===== src/rtl/parking_pkg.sv =====
// Shared types and segment constants for the parking lot occupancy tracker
// and the entrance gate controller.
package parking_pkg;

    typedef enum logic [1:0] {
        D_IDLE = 2'd0,
        D_CONV = 2'd1,
        D_LOAD = 2'd2
    } disp_state_e;

    // Active-low segments, bit order gfedcba.
    localparam logic [6:0] SEG_BLANK = 7'b1111111;
    localparam logic [6:0] SEG_0     = 7'b1000000;
    localparam logic [6:0] SEG_1     = 7'b1111001;
    localparam logic [6:0] SEG_2     = 7'b0100100;
    localparam logic [6:0] SEG_3     = 7'b0110000;
    localparam logic [6:0] SEG_4     = 7'b0011001;
    localparam logic [6:0] SEG_5     = 7'b0010010;
    localparam logic [6:0] SEG_6     = 7'b0000010;
    localparam logic [6:0] SEG_7     = 7'b1111000;
    localparam logic [6:0] SEG_8     = 7'b0000000;
    localparam logic [6:0] SEG_9     = 7'b0010000;
    localparam logic [6:0] SEG_E     = 7'b0000110;
    localparam logic [6:0] SEG_N     = 7'b0101011;
    localparam logic [6:0] SEG_S     = 7'b0010010;
    localparam logic [6:0] SEG_P     = 7'b0001100;

    function automatic logic [6:0] seg_decode(input logic [3:0] digit);
        case (digit)
            4'd0:    return SEG_0;
            4'd1:    return SEG_1;
            4'd2:    return SEG_2;
            4'd3:    return SEG_3;
            4'd4:    return SEG_4;
            4'd5:    return SEG_5;
            4'd6:    return SEG_6;
            4'd7:    return SEG_7;
            4'd8:    return SEG_8;
            4'd9:    return SEG_9;
            default: return SEG_BLANK;
        endcase
    endfunction

endpackage


===== src/rtl/exit_sensor_cond.sv =====
// Exit-lane sensor conditioning: 2-FF synchroniser, optional debounce
// (enabled by PARK_DEBOUNCE_EN) and a one-cycle rising-edge pulse.
module exit_sensor_cond #(
    parameter int DEBOUNCE_CYC = 4
) (
    input  logic clk,
    input  logic reset,
    input  logic raw,
    output logic pulse
);

    if (DEBOUNCE_CYC < 1) begin : g_bad_debounce
        $error("DEBOUNCE_CYC must be at least 1");
    end

    logic sync1_q;
    logic sync2_q;
    logic level;
    logic level_prev_q;

    // NOTE: sequential state uses non-blocking assignments so every flop samples
    // the pre-edge value; blocking here would collapse the synchroniser chain.
    always_ff @(posedge clk or posedge reset) begin
        if (reset) begin
            sync1_q      <= 1'b0;
            sync2_q      <= 1'b0;
            level_prev_q <= 1'b0;
        end else begin
            sync1_q      <= raw;
            sync2_q      <= sync1_q;
            level_prev_q <= level;
        end
    end

`ifdef PARK_DEBOUNCE_EN
    localparam int DEB_W = $clog2(DEBOUNCE_CYC + 1);

    logic             deb_q;
    logic             deb_d;
    logic [DEB_W-1:0] deb_cnt_q;
    logic [DEB_W-1:0] deb_cnt_d;

    // The debounced level flips only after DEBOUNCE_CYC consecutive disagreeing samples.
    always_comb begin
        deb_d     = deb_q;
        deb_cnt_d = '0;
        if (sync2_q != deb_q) begin
            if (deb_cnt_q == DEB_W'(DEBOUNCE_CYC - 1)) begin
                deb_d = sync2_q;
            end else begin
                deb_cnt_d = deb_cnt_q + 1'b1;
            end
        end
    end

    always_ff @(posedge clk or posedge reset) begin
        if (reset) begin
            deb_q     <= 1'b0;
            deb_cnt_q <= '0;
        end else begin
            deb_q     <= deb_d;
            deb_cnt_q <= deb_cnt_d;
        end
    end

    assign level = deb_q;
`else
    assign level = sync2_q;
`endif

    assign pulse = level & ~level_prev_q;

endmodule


===== src/rtl/parking_occupancy_tracker.sv =====
// Lot occupancy counter with full/empty/error flags and a two-digit 7-segment
// free-slot display. Optional exit debounce via PARK_DEBOUNCE_EN.
module parking_occupancy_tracker
    import parking_pkg::*;
#(
    parameter int CAPACITY     = 20,
    parameter int CNT_W        = 7,
    parameter int DEBOUNCE_CYC = 4
) (
    input  logic             clk,
    input  logic             reset,
    input  logic             car_in,
    input  logic             exit_sensor,
    input  logic             clr_err,
    output logic [CNT_W-1:0] occupancy,
    output logic [CNT_W-1:0] free_slots,
    output logic             lot_full,
    output logic             lot_empty,
    output logic             overflow_err,
    output logic             underflow_err,
    output logic [6:0]       HEX_TENS,
    output logic [6:0]       HEX_ONES,
    output logic             disp_busy
);

    localparam logic [CNT_W-1:0] CAP = CNT_W'(CAPACITY);
    localparam logic [CNT_W-1:0] TEN = CNT_W'(10);

    logic car_out;

    exit_sensor_cond #(
        .DEBOUNCE_CYC(DEBOUNCE_CYC)
    ) u_exit_cond (
        .clk  (clk),
        .reset(reset),
        .raw  (exit_sensor),
        .pulse(car_out)
    );

    logic [CNT_W-1:0] occ_q, occ_d;
    logic             ovf_q, ovf_d;
    logic             unf_q, unf_d;
    logic             occ_change;

    assign free_slots = CAP - occ_q;
    assign lot_full   = (occ_q == CAP);
    assign lot_empty  = (occ_q == '0);

    // NOTE: every always_comb output gets a default first, so no path leaves a
    // signal unassigned and no latch is inferred.
    always_comb begin
        occ_d = occ_q;
        ovf_d = ovf_q && !clr_err;
        unf_d = unf_q && !clr_err;
        if (car_in && !car_out) begin
            if (lot_full) ovf_d = 1'b1;
            else          occ_d = occ_q + 1'b1;
        end else if (car_out && !car_in) begin
            if (lot_empty) unf_d = 1'b1;
            else           occ_d = occ_q - 1'b1;
        end
    end

    assign occ_change = (occ_d != occ_q);

    always_ff @(posedge clk or posedge reset) begin
        if (reset) begin
            occ_q <= '0;
            ovf_q <= 1'b0;
            unf_q <= 1'b0;
        end else begin
            occ_q <= occ_d;
            ovf_q <= ovf_d;
            unf_q <= unf_d;
        end
    end

    disp_state_e      state_q, state_d;
    logic             pending_q, pending_d;
    logic [CNT_W-1:0] rem_q, rem_d;
    logic [3:0]       tens_q, tens_d;
    logic [6:0]       hex_tens_q, hex_tens_d;
    logic [6:0]       hex_ones_q, hex_ones_d;

    // HEX registers change only in D_LOAD, so a half-finished conversion is never visible.
    always_comb begin
        state_d    = state_q;
        pending_d  = pending_q || occ_change;
        rem_d      = rem_q;
        tens_d     = tens_q;
        hex_tens_d = hex_tens_q;
        hex_ones_d = hex_ones_q;
        case (state_q)
            D_IDLE: begin
                if (pending_q) begin
                    rem_d     = free_slots;
                    tens_d    = '0;
                    pending_d = occ_change;
                    state_d   = D_CONV;
                end
            end
            D_CONV: begin
                if (rem_q >= TEN) begin
                    rem_d  = rem_q - TEN;
                    tens_d = tens_q + 4'd1;
                end else begin
                    state_d = D_LOAD;
                end
            end
            D_LOAD: begin
                hex_tens_d = (tens_q == 4'd0) ? SEG_BLANK : seg_decode(tens_q);
                hex_ones_d = seg_decode(rem_q[3:0]);
                state_d    = D_IDLE;
            end
            default: state_d = D_IDLE;
        endcase
    end

    always_ff @(posedge clk or posedge reset) begin
        if (reset) begin
            state_q    <= D_IDLE;
            pending_q  <= 1'b1;
            rem_q      <= '0;
            tens_q     <= '0;
            hex_tens_q <= SEG_BLANK;
            hex_ones_q <= SEG_BLANK;
        end else begin
            state_q    <= state_d;
            pending_q  <= pending_d;
            rem_q      <= rem_d;
            tens_q     <= tens_d;
            hex_tens_q <= hex_tens_d;
            hex_ones_q <= hex_ones_d;
        end
    end

    assign occupancy     = occ_q;
    assign overflow_err  = ovf_q;
    assign underflow_err = unf_q;
    assign HEX_TENS      = hex_tens_q;
    assign HEX_ONES      = hex_ones_q;
    assign disp_busy     = (state_q != D_IDLE);

endmodule


===== config.mk =====
export PLATFORM = sky130hd
export DESIGN_NAME = parking_occupancy_tracker
export DESIGN_NICKNAME = d
export VERILOG_FILES = /design/src/rtl/parking_pkg.sv /design/src/rtl/exit_sensor_cond.sv /design/src/rtl/parking_occupancy_tracker.sv
export SDC_FILE = /design/constraint.sdc
export NUM_CORES = 1
export LEC_CHECK = 0
export ABC_AREA = 1
export CAP_MARGIN = 20
export CORE_MARGIN = 2
export CORE_UTILIZATION = 45
export CTS_BUF_LIST = sky130_fd_sc_hd__clkbuf_2 sky130_fd_sc_hd__clkbuf_4 sky130_fd_sc_hd__clkbuf_8
export DETAILED_ROUTE_END_ITERATION = 6
export PLACE_DENSITY_LB_ADDON = 0.25
export SLEW_MARGIN = 15
export SYNTH_ARGS = -nofsm -noshare
export SYNTH_HDL_FRONTEND = slang
export SYNTH_SLANG_ARGS = --single-unit

===== constraint.sdc =====
create_clock -name clk -period 1.55 [get_ports clk]
set_clock_uncertainty 0.1 [all_clocks]
set_input_delay 0.3875 -clock clk [delete_from_list [all_inputs] [get_ports clk]]
set_output_delay 0.3875 -clock clk [all_outputs]
set_load 0.01 [all_outputs]

==> summary by stage, run 1 <==
Run status
The flow ran to the end, but the final reports show violations. The final reports fail on negative setup slack.

Hold path
The kind of path behind the tightest hold check is reg -> reg. The startpoint identified for the worst hold timing path is u_exit_cond.sync1_q.

Worst setup path
Walking the worst path, the cells encountered are inv_2 > ha_4 > inv_4 > nor2_2 > nand3_2 > inv_1 > clkdlybuf4s15_2. The reg-to-reg startpoint is occupancy[0]. The endpoint type of the worst setup path is a primary output. The highest fanout seen on the critical path is 2. The launching instance or port of the critical path is occupancy[0]. For the worst flop-to-flop path, the logic depth is 12.

The timing endpoint of the critical path is lot_empty. The endpoint of the worst register-to-register path is occupancy[0]. The worst register-to-register path has a setup slack of -0.32 ns. The worst-path cell with the longest stage delay is sky130_fd_sc_hd__dfrtp_2. For the worst setup path, the data arrival time is 1.51 ns. For this run, the slowest stage of the critical path takes 0.43 ns. The type of the setup path with the least slack is reg -> out. The data required time of the critical path is about 1.1 ns.

The startpoint type of the worst setup path is a register.

Clock tree
The number of CTS-inserted buffers is 5. Clock-pin slew was measured on the worst setup and hold paths at 0.08 ns. Clock latency on the worst-skew pair, taken at its later pin, is 0.30 ns. The root buffer cell chosen for the clock tree is sky130_fd_sc_hd__clkbuf_8.

TritonCTS built the clock tree. After clock tree synthesis, the flow added hold-fix buffers numbering 0. The number of levels the H-tree was split into is 2. The longest clock path from root to sink contains 2 buffers. The number of clock sinks seen by CTS is 40.

Layout
0 antenna diodes ended up in the layout. After routing the design area is approximately 4000 sq um. The fraction of final layout cells sized beyond drive strength 1 is 51.1%. Relative to the synthesized area, the layout overhead comes to 59.8%.

The net count reported at finish is ~460. The fill cell instance count of the final layout is 388.

Route
The first TritonRoute pass finished after 4 iterations. The number of DRC markers in iteration 0 is 138. After detailed routing, the average wire length per cell comes to 14.1 um. Detailed routing inserted a total of 2610 vias. After detailed routing, the total wire length is 7.29 mm. The via density per instance is 5.06. The number of nets with antenna violations after routing is 0. The final routed DRC violation total is 0.

Synth
For this run, the number of Yosys warnings is 0. When the netlist entered floorplanning its net count stood at 340. The post-synthesis instance area is 2480 sq um. Summing the sequential cell areas from Yosys gives 41.1% of the chip area.

The number of cells produced by synthesis is about 320. In this run, synthesis produced a sequential element count of 40. In the synthesized netlist the async set-or-reset flop fraction comes to 100%. Among all flip-flop cells after synthesis, the most frequent one is sky130_fd_sc_hd__dfrtp_1. Yosys mapped a number of flops with a built-in enable equal to 0. The average size of a mapped cell is 7.73 sq um. The number of distinct library cell variants in the gate-level netlist after synthesis is 29.

Floorplanning
From left edge to right edge, the die measures 78.2 um. The number of core rows is 27. During I/O placement, the number of pins put on the boundary was 38. The initial utilization of the core area, before any placement, comes to between 40% and 50%.

The total die area is 6120 sq um. The vertical extent of the die is 78.2 um. In this run the standard cell core region covers 5410 sq um.

Global routing
The initial antenna violation count is 0. The total global routing overflow is 0. The first global-routing pass estimated 10.7 mm of wire. The overall global routing resource usage is between 20% and 30%.

The via count of the first global-routing pass is 2404. Entering global routing, the biggest net connects 41 pins.

Pwr
The internal power component is 5790 uW. The total power divided by cell area is 2560 nW/um^2. The leakage power is 0.00198 uW.

After layout, the design draws a total of 10100 uW. The combinational share of power is 70.3%. IR analysis of the VDD net gives a maximum drop of 1.91 mV. The power share of the clock group is 9.4%. Net switching is approximately 43% of the power. For this design the total switching power over the nets is 4330 uW. Registers are responsible for about 20% of the overall power.

STA
The total count of max-transition violations in the final report came to 0. For the pin with the worst max-slew slack, the measured transition is between 0.3 and 0.4 ns. The post-route fraction of the period consumed by the critical path is 129%. Setup repair after global routing could not meet its margin everywhere.

After layout, the worst setup slack is -0.444 ns. Headroom to the max-slew limit came out at 79.9%. The number of setup violations in the final report is 21. For this run, the top clock speed supported by timing is 501 MHz.

The count of final hold-check violations was 0. The final period demand of the worst path is 1.99 ns.

Flow run
Across the run, the number of max-cap violations was 0.

Placement
The weighted congestion reported at the end of routability-driven placement is 0.982. At the placement stage, the worst setup path has a slack of -0.451 ns. The instance area at placement is 3410 sq um. Detailed placement finished with a half-perimeter wire length of 4.52 mm.

The count of buffers from port buffering is 37.
## critical path: cells and delay by family, from the launching register on
family | cells | cell delay (ns)
flops | 1 | 0.43
simple gates | 2 | 0.21
buf+inv | 4 | 0.43
fa+ha+maj | 1 | 0.15
## sequential cells by signal (all words and copies together), names as in the netlist
signal and count:
HEX_ONES 7, HEX_TENS 7, occupancy 7, overflow_err 1, pending_q 1, rem_q 7, state_q 2, tens_q 4
u_exit_cond.level 1, u_exit_cond.level_prev_q 1, u_exit_cond.sync1_q 1, underflow_err 1
## cell families (layout without fill, tap and decap cells)
kind of cell	Yosys count	after routing	synth area share, %
AOI/OAI and AO/OA	48	48	11.2
xor gates and xnor gates	9	9	3.18
adders and majority gates	14	14	7.06
buffers and inverters	48	171	8.68
DFF	40	40	41.1
and+or+nand+nor	162	162	28.8
## how the worst min path moves through the flow
stage                              endpoint  slack (ns)  depth (start not counted)
after floorplan           u_exit_cond.level        0.23                          0
after global placement    u_exit_cond.level        0.23                          0
after detailed placement  u_exit_cond.level        0.23                          0
after CTS                 u_exit_cond.level        0.25                          0
after global routing      u_exit_cond.level        0.27                          0
final                     u_exit_cond.level        0.25                          0
## area by class of cell
cell class	instances	area (sq um)	share of cell area, %
clock inverters	1	30.0	0.758
well taps	72	90.1	2.27
inverters	40	163	4.10
repair buffers	123	1040	26.4
clock buffers	7	96.3	2.43
flip-flops and latches	40	1030	25.9
multi-input cells	233	1510	38.2
## cell usage in the layout, fill, tap and decap left out, types with 8 or more instances in the layout
| cell type | instances |
|---|---|
| sky130_fd_sc_hd__clkbuf_2 | 11 |
| sky130_fd_sc_hd__nand3_1 | 19 |
| sky130_fd_sc_hd__nand2_1 | 60 |
| sky130_fd_sc_hd__inv_2 | 11 |
| sky130_fd_sc_hd__inv_1 | 25 |
| sky130_fd_sc_hd__o21ai_0 | 13 |
| sky130_fd_sc_hd__buf_2 | 9 |
| sky130_fd_sc_hd__a21oi_1 | 16 |
| sky130_fd_sc_hd__buf_4 | 63 |
| sky130_fd_sc_hd__nand2_2 | 20 |
| sky130_fd_sc_hd__nor2_1 | 28 |
| sky130_fd_sc_hd__buf_6 | 30 |
| sky130_fd_sc_hd__nor2_4 | 8 |
| sky130_fd_sc_hd__nand2_4 | 8 |
| sky130_fd_sc_hd__xor2_1 | 8 |
| sky130_fd_sc_hd__dfrtp_1 | 20 |
| sky130_fd_sc_hd__dfstp_2 | 15 |
| sky130_fd_sc_hd__ha_1 | 10 |
| sky130_fd_sc_hd__o21ai_2 | 8 |
| sky130_fd_sc_hd__nand3_2 | 11 |
## power by group through the flow
stage	Clock [uW]	Sequential, uW	Combinational, uW
5_1_grt	1000	2120	7730
4_1_cts	959	2020	6090
2_1_floorplan	0	2140	2930
3_3_place_gp	0	2020	5570
3_5_place_dp	0	2040	5640
6_report	951	2050	7120
## stage by stage
step | utilization [%] | hold WS, ns | TNS (ns) | instances
after floorplan | - | 0.231 | -0.0415 | 321
after global routing | 73.3 | 0.273 | -6.12 | 516
after CTS | 68.7 | 0.253 | -3.50 | 509
final | 73.3 | 0.251 | -4.92 | 516
after detailed placement | 63.1 | 0.235 | -6.07 | 485
after global placement | 63.1 | 0.232 | -5.78 | 485
## metal layers
| metal | global-route usage, % | up-vias | wire length [um] |
|---|---|---|---|
| met4 | 9.30 | 0 | 201 |
| met5 | 0 | - | 0 |
| li1 | - | 1266 | - |
| met2 | 40.3 | 87 | 3830 |
| met1 | 24.6 | 1237 | 2870 |
| met3 | 4.60 | 20 | 390 |
## repair_timing
item | CTS | global route
buffers inserted | 19 | 7
cloned | 0 | 1
gates resized for setup | 132 | 88
pin swaps | 9 | 17
endpoints found under the setup margin | 41 | 47
## cells in the mapped netlist, drive strengths merged (2+ instances only)
cell    count  area share [%]
nand2      88              14
inv        40             6.2
nor2       38             6.7
nand3      31             6.9
dfrtp      25              25
o21ai      24             5.8
a21oi      19             3.8
dfstp      15              16
ha         14             7.1
xor2        9             3.2
buf         8             2.5
nand4       3             1.0
o211ai      2            0.61
Power figures use the tool's default switching activity.
==> run 2, diff against run 1 <==
Settings changed: TNS_END_PERCENT set to 5.
==> summary by stage, run 2 (synthesized netlist as in run 1, its figures left out) <==
Route
The final routed DRC violation total is 0 (unchanged). The number of nets with antenna violations after routing was 0 (unchanged). The final wirelength is 6.19 mm (-15%).

The number of DRC markers in iteration 0 is 91 (-34%). The via density per instance is 4.85 (-4.2%). The iteration count of the initial detailed-routing pass was 4 (unchanged).

The average wire per cell in the routed design was 12.6 um (-11%). The total via count after detailed routing is 2384 (-8.7%).

Floorplanning
The number of core rows is 27 (unchanged). The number of top-level pins came to 38 (unchanged). The area of the core is 5410 sq um (unchanged). The total die area was 6120 sq um (unchanged). The initial core utilization was 45.9% (unchanged). The die span in x is 78.2 um (unchanged).

The vertical extent of the die was 78.2 um (unchanged).

STA
The relative max-transition margin is 78.2% (-1.7 points). The setup TNS after final layout is -2.99 ns (+1.93 ns). The final hold slack was 0.254 ns (+0.00240 ns). The count of final hold-check violations is 0 (unchanged).

The worst setup slack after layout came to -0.359 ns (+0.0854 ns). The transition at the pin with the smallest max-transition slack is 0.327 ns (+0.0248 ns). The number of setup violations in the final report is 18 (-14%).

The final period demand of the worst path is 1.91 ns (-0.0854 ns). The post-route fraction of the period consumed by the critical path is 123% (-5.5 points). Setup repair after global routing could not meet its margin everywhere.

The total count of max-transition violations in the final report is 0 (unchanged). The upper clock frequency limit is 524 MHz (+4.5%).

Worst setup path
The worst setup path is of the reg -> out kind. The startpoint type of the worst setup path is a register. The data required time of the critical path is 1.06 ns (about the same). The highest fanout seen on the critical path is 3 (+1). The endpoint type of the worst setup path is a primary output.

The worst endpoint data arrival time is 1.42 ns (-0.09 ns).

Layout
The number of antenna cells inserted is 0 (unchanged). Relative to the synthesized area, the layout overhead comes to 41.8%. The fraction of final layout cells sized beyond drive strength 1 was 38.1% (-13 points).

The top cell types in the final layout, fill and taps aside, are sky130_fd_sc_hd__nand2_1 (74), sky130_fd_sc_hd__buf_4 (58), sky130_fd_sc_hd__nor2_1 (30), sky130_fd_sc_hd__inv_1 (29), sky130_fd_sc_hd__nand3_1 (27). The most common cell after layout, fill and taps aside is sky130_fd_sc_hd__nand2_1. The net count reported at finish is 438 (-5.2%). The final standard cell utilization of the core is 65.1% (-8.2 points).

Clock tree
The clock transition time at the flip-flop clock pins of the worst setup and hold paths is 0.08 ns (about the same). TritonCTS built the clock tree. The number of levels the H-tree was split into is 2 (unchanged). The master cell of the clock root buffer is sky130_fd_sc_hd__clkbuf_8. The maximum buffer depth of the clock tree is 2 (unchanged).

The total of hold buffers inserted after clock tree synthesis is 0 (unchanged). The number of clock sinks seen by CTS was 40 (unchanged). The number of CTS-inserted buffers is 5 (unchanged). The insertion delay of the later-clocked pin in the worst-skew pair came to 0.30 ns (about the same).

Pwr
The total power divided by cell area is 2380 nW/um^2 (-7.0%). The total power draw was 8350 uW (-17%). The worst voltage drop across the vdd grid came to 1.54 mV (-19%). The leakage power is 0.00178 uW (-10%).

Placement
The count of buffers from port buffering was 37 (unchanged). The detailed placement HPWL is 4.62 mm (+2.3%). The weighted congestion reported at the end of routability-driven placement was 0.930 (-5.3%).

Flow run
The max-capacitance violation count is 0 (unchanged).

Hold path
In this run the worst hold path is classified as reg -> reg.

Global routing
The total global routing overflow is 0 (unchanged). The via count of the first global-routing pass was 2350 (-2.2%). The overall global routing resource usage came to 21.9% (-0.076 points).

The initial antenna violation count is 0 (unchanged). The pin count of the biggest net entering global routing is 41 (unchanged). The first-pass GRT wire length is 10.6 mm (-0.52%).

Run status
The final reports fail on negative setup slack. The run finished, with violations left.
run 2: repair_timing:
action,CTS,global route
pin swaps,5,4
setup buffers,2,0
endpoints found under the setup margin,48,52
resized for setup,117,4
cloned,0,0
run 2: layout make-up:
| cell class | instances | area [sq um] |
|---|---|---|
| inverter | 40 | 153 |
| tap | 72 | 90.1 |
| clock buffer | 6 | 76.3 |
| clock inverter | 2 | 35.0 |
| timing repair buffer | 99 | 831 |
| sequential | 40 | 1030 |
| fill | 490 | 1890 |
| multi-input combinational | 233 | 1310 |
run 2: final timing paths:
path	end	from	slack, ns	cells after the start
min in group asynchronous	u_exit_cond.level_prev_q	reset	0.34	3
worst max-delay path	free_slots[6]	occupancy[1]	-0.36	10
worst min register to register	u_exit_cond.level	u_exit_cond.sync1_q	0.25	0
worst max register to register	occupancy[6]	occupancy[1]	-0.12	11
max in group asynchronous	HEX_TENS[6]	reset	0.74	3
worst min-delay path	u_exit_cond.level	u_exit_cond.sync1_q	0.25	0
run 2: critical path, cell delays in order, from the launching register on:
cell	delay [ns]
sky130_fd_sc_hd__dfrtp_2	0.42
sky130_fd_sc_hd__inv_2	0.07
sky130_fd_sc_hd__ha_4	0.12
sky130_fd_sc_hd__inv_2	0.03
sky130_fd_sc_hd__nand2_2	0.06
sky130_fd_sc_hd__nand2_2	0.05
sky130_fd_sc_hd__nand2_2	0.08
sky130_fd_sc_hd__nand2_2	0.05
sky130_fd_sc_hd__nand2_2	0.07
sky130_fd_sc_hd__nand2_2	0.05
sky130_fd_sc_hd__buf_6	0.11
run 2: layer usage:
layer	GRT usage [%]	part of all wire, %	vias to the layer above
met4	8.60	1.5	0
met5	0	0	-
met2	40.7	52	57
li1	-	-	1213
met3	2.76	3.8	12
met1	25.6	43	1102
run 2: where the power goes:
| part | switching (uW) | internal (uW) | leakage [uW] |
|---|---|---|---|
| Combinational | 2840 | 2610 | 0.00126 |
| Clock | 383 | 496 | 0.0000586 |
| Sequential | 379 | 1660 | 0.000462 |
| Total | 3600 | 4760 | 0.00178 |
run 2: per-stage QoR:
step                      setup slack (ns)  instance area (sq um)  cells
final                               -0.359                   3520    492
after global placement              -0.450                   3360    482
after CTS                           -0.370                   3510    492
after floorplan                    -0.0415                   2500    321
after detailed placement            -0.475                   3360    482
after global routing                -0.453                   3520    492
==> run 3, diff against run 2 <==
Settings changed: SLEW_MARGIN 15 to unset.
==> results of run 3 <==
The final DEF is identical to that of run 2; final timing and power are the same.
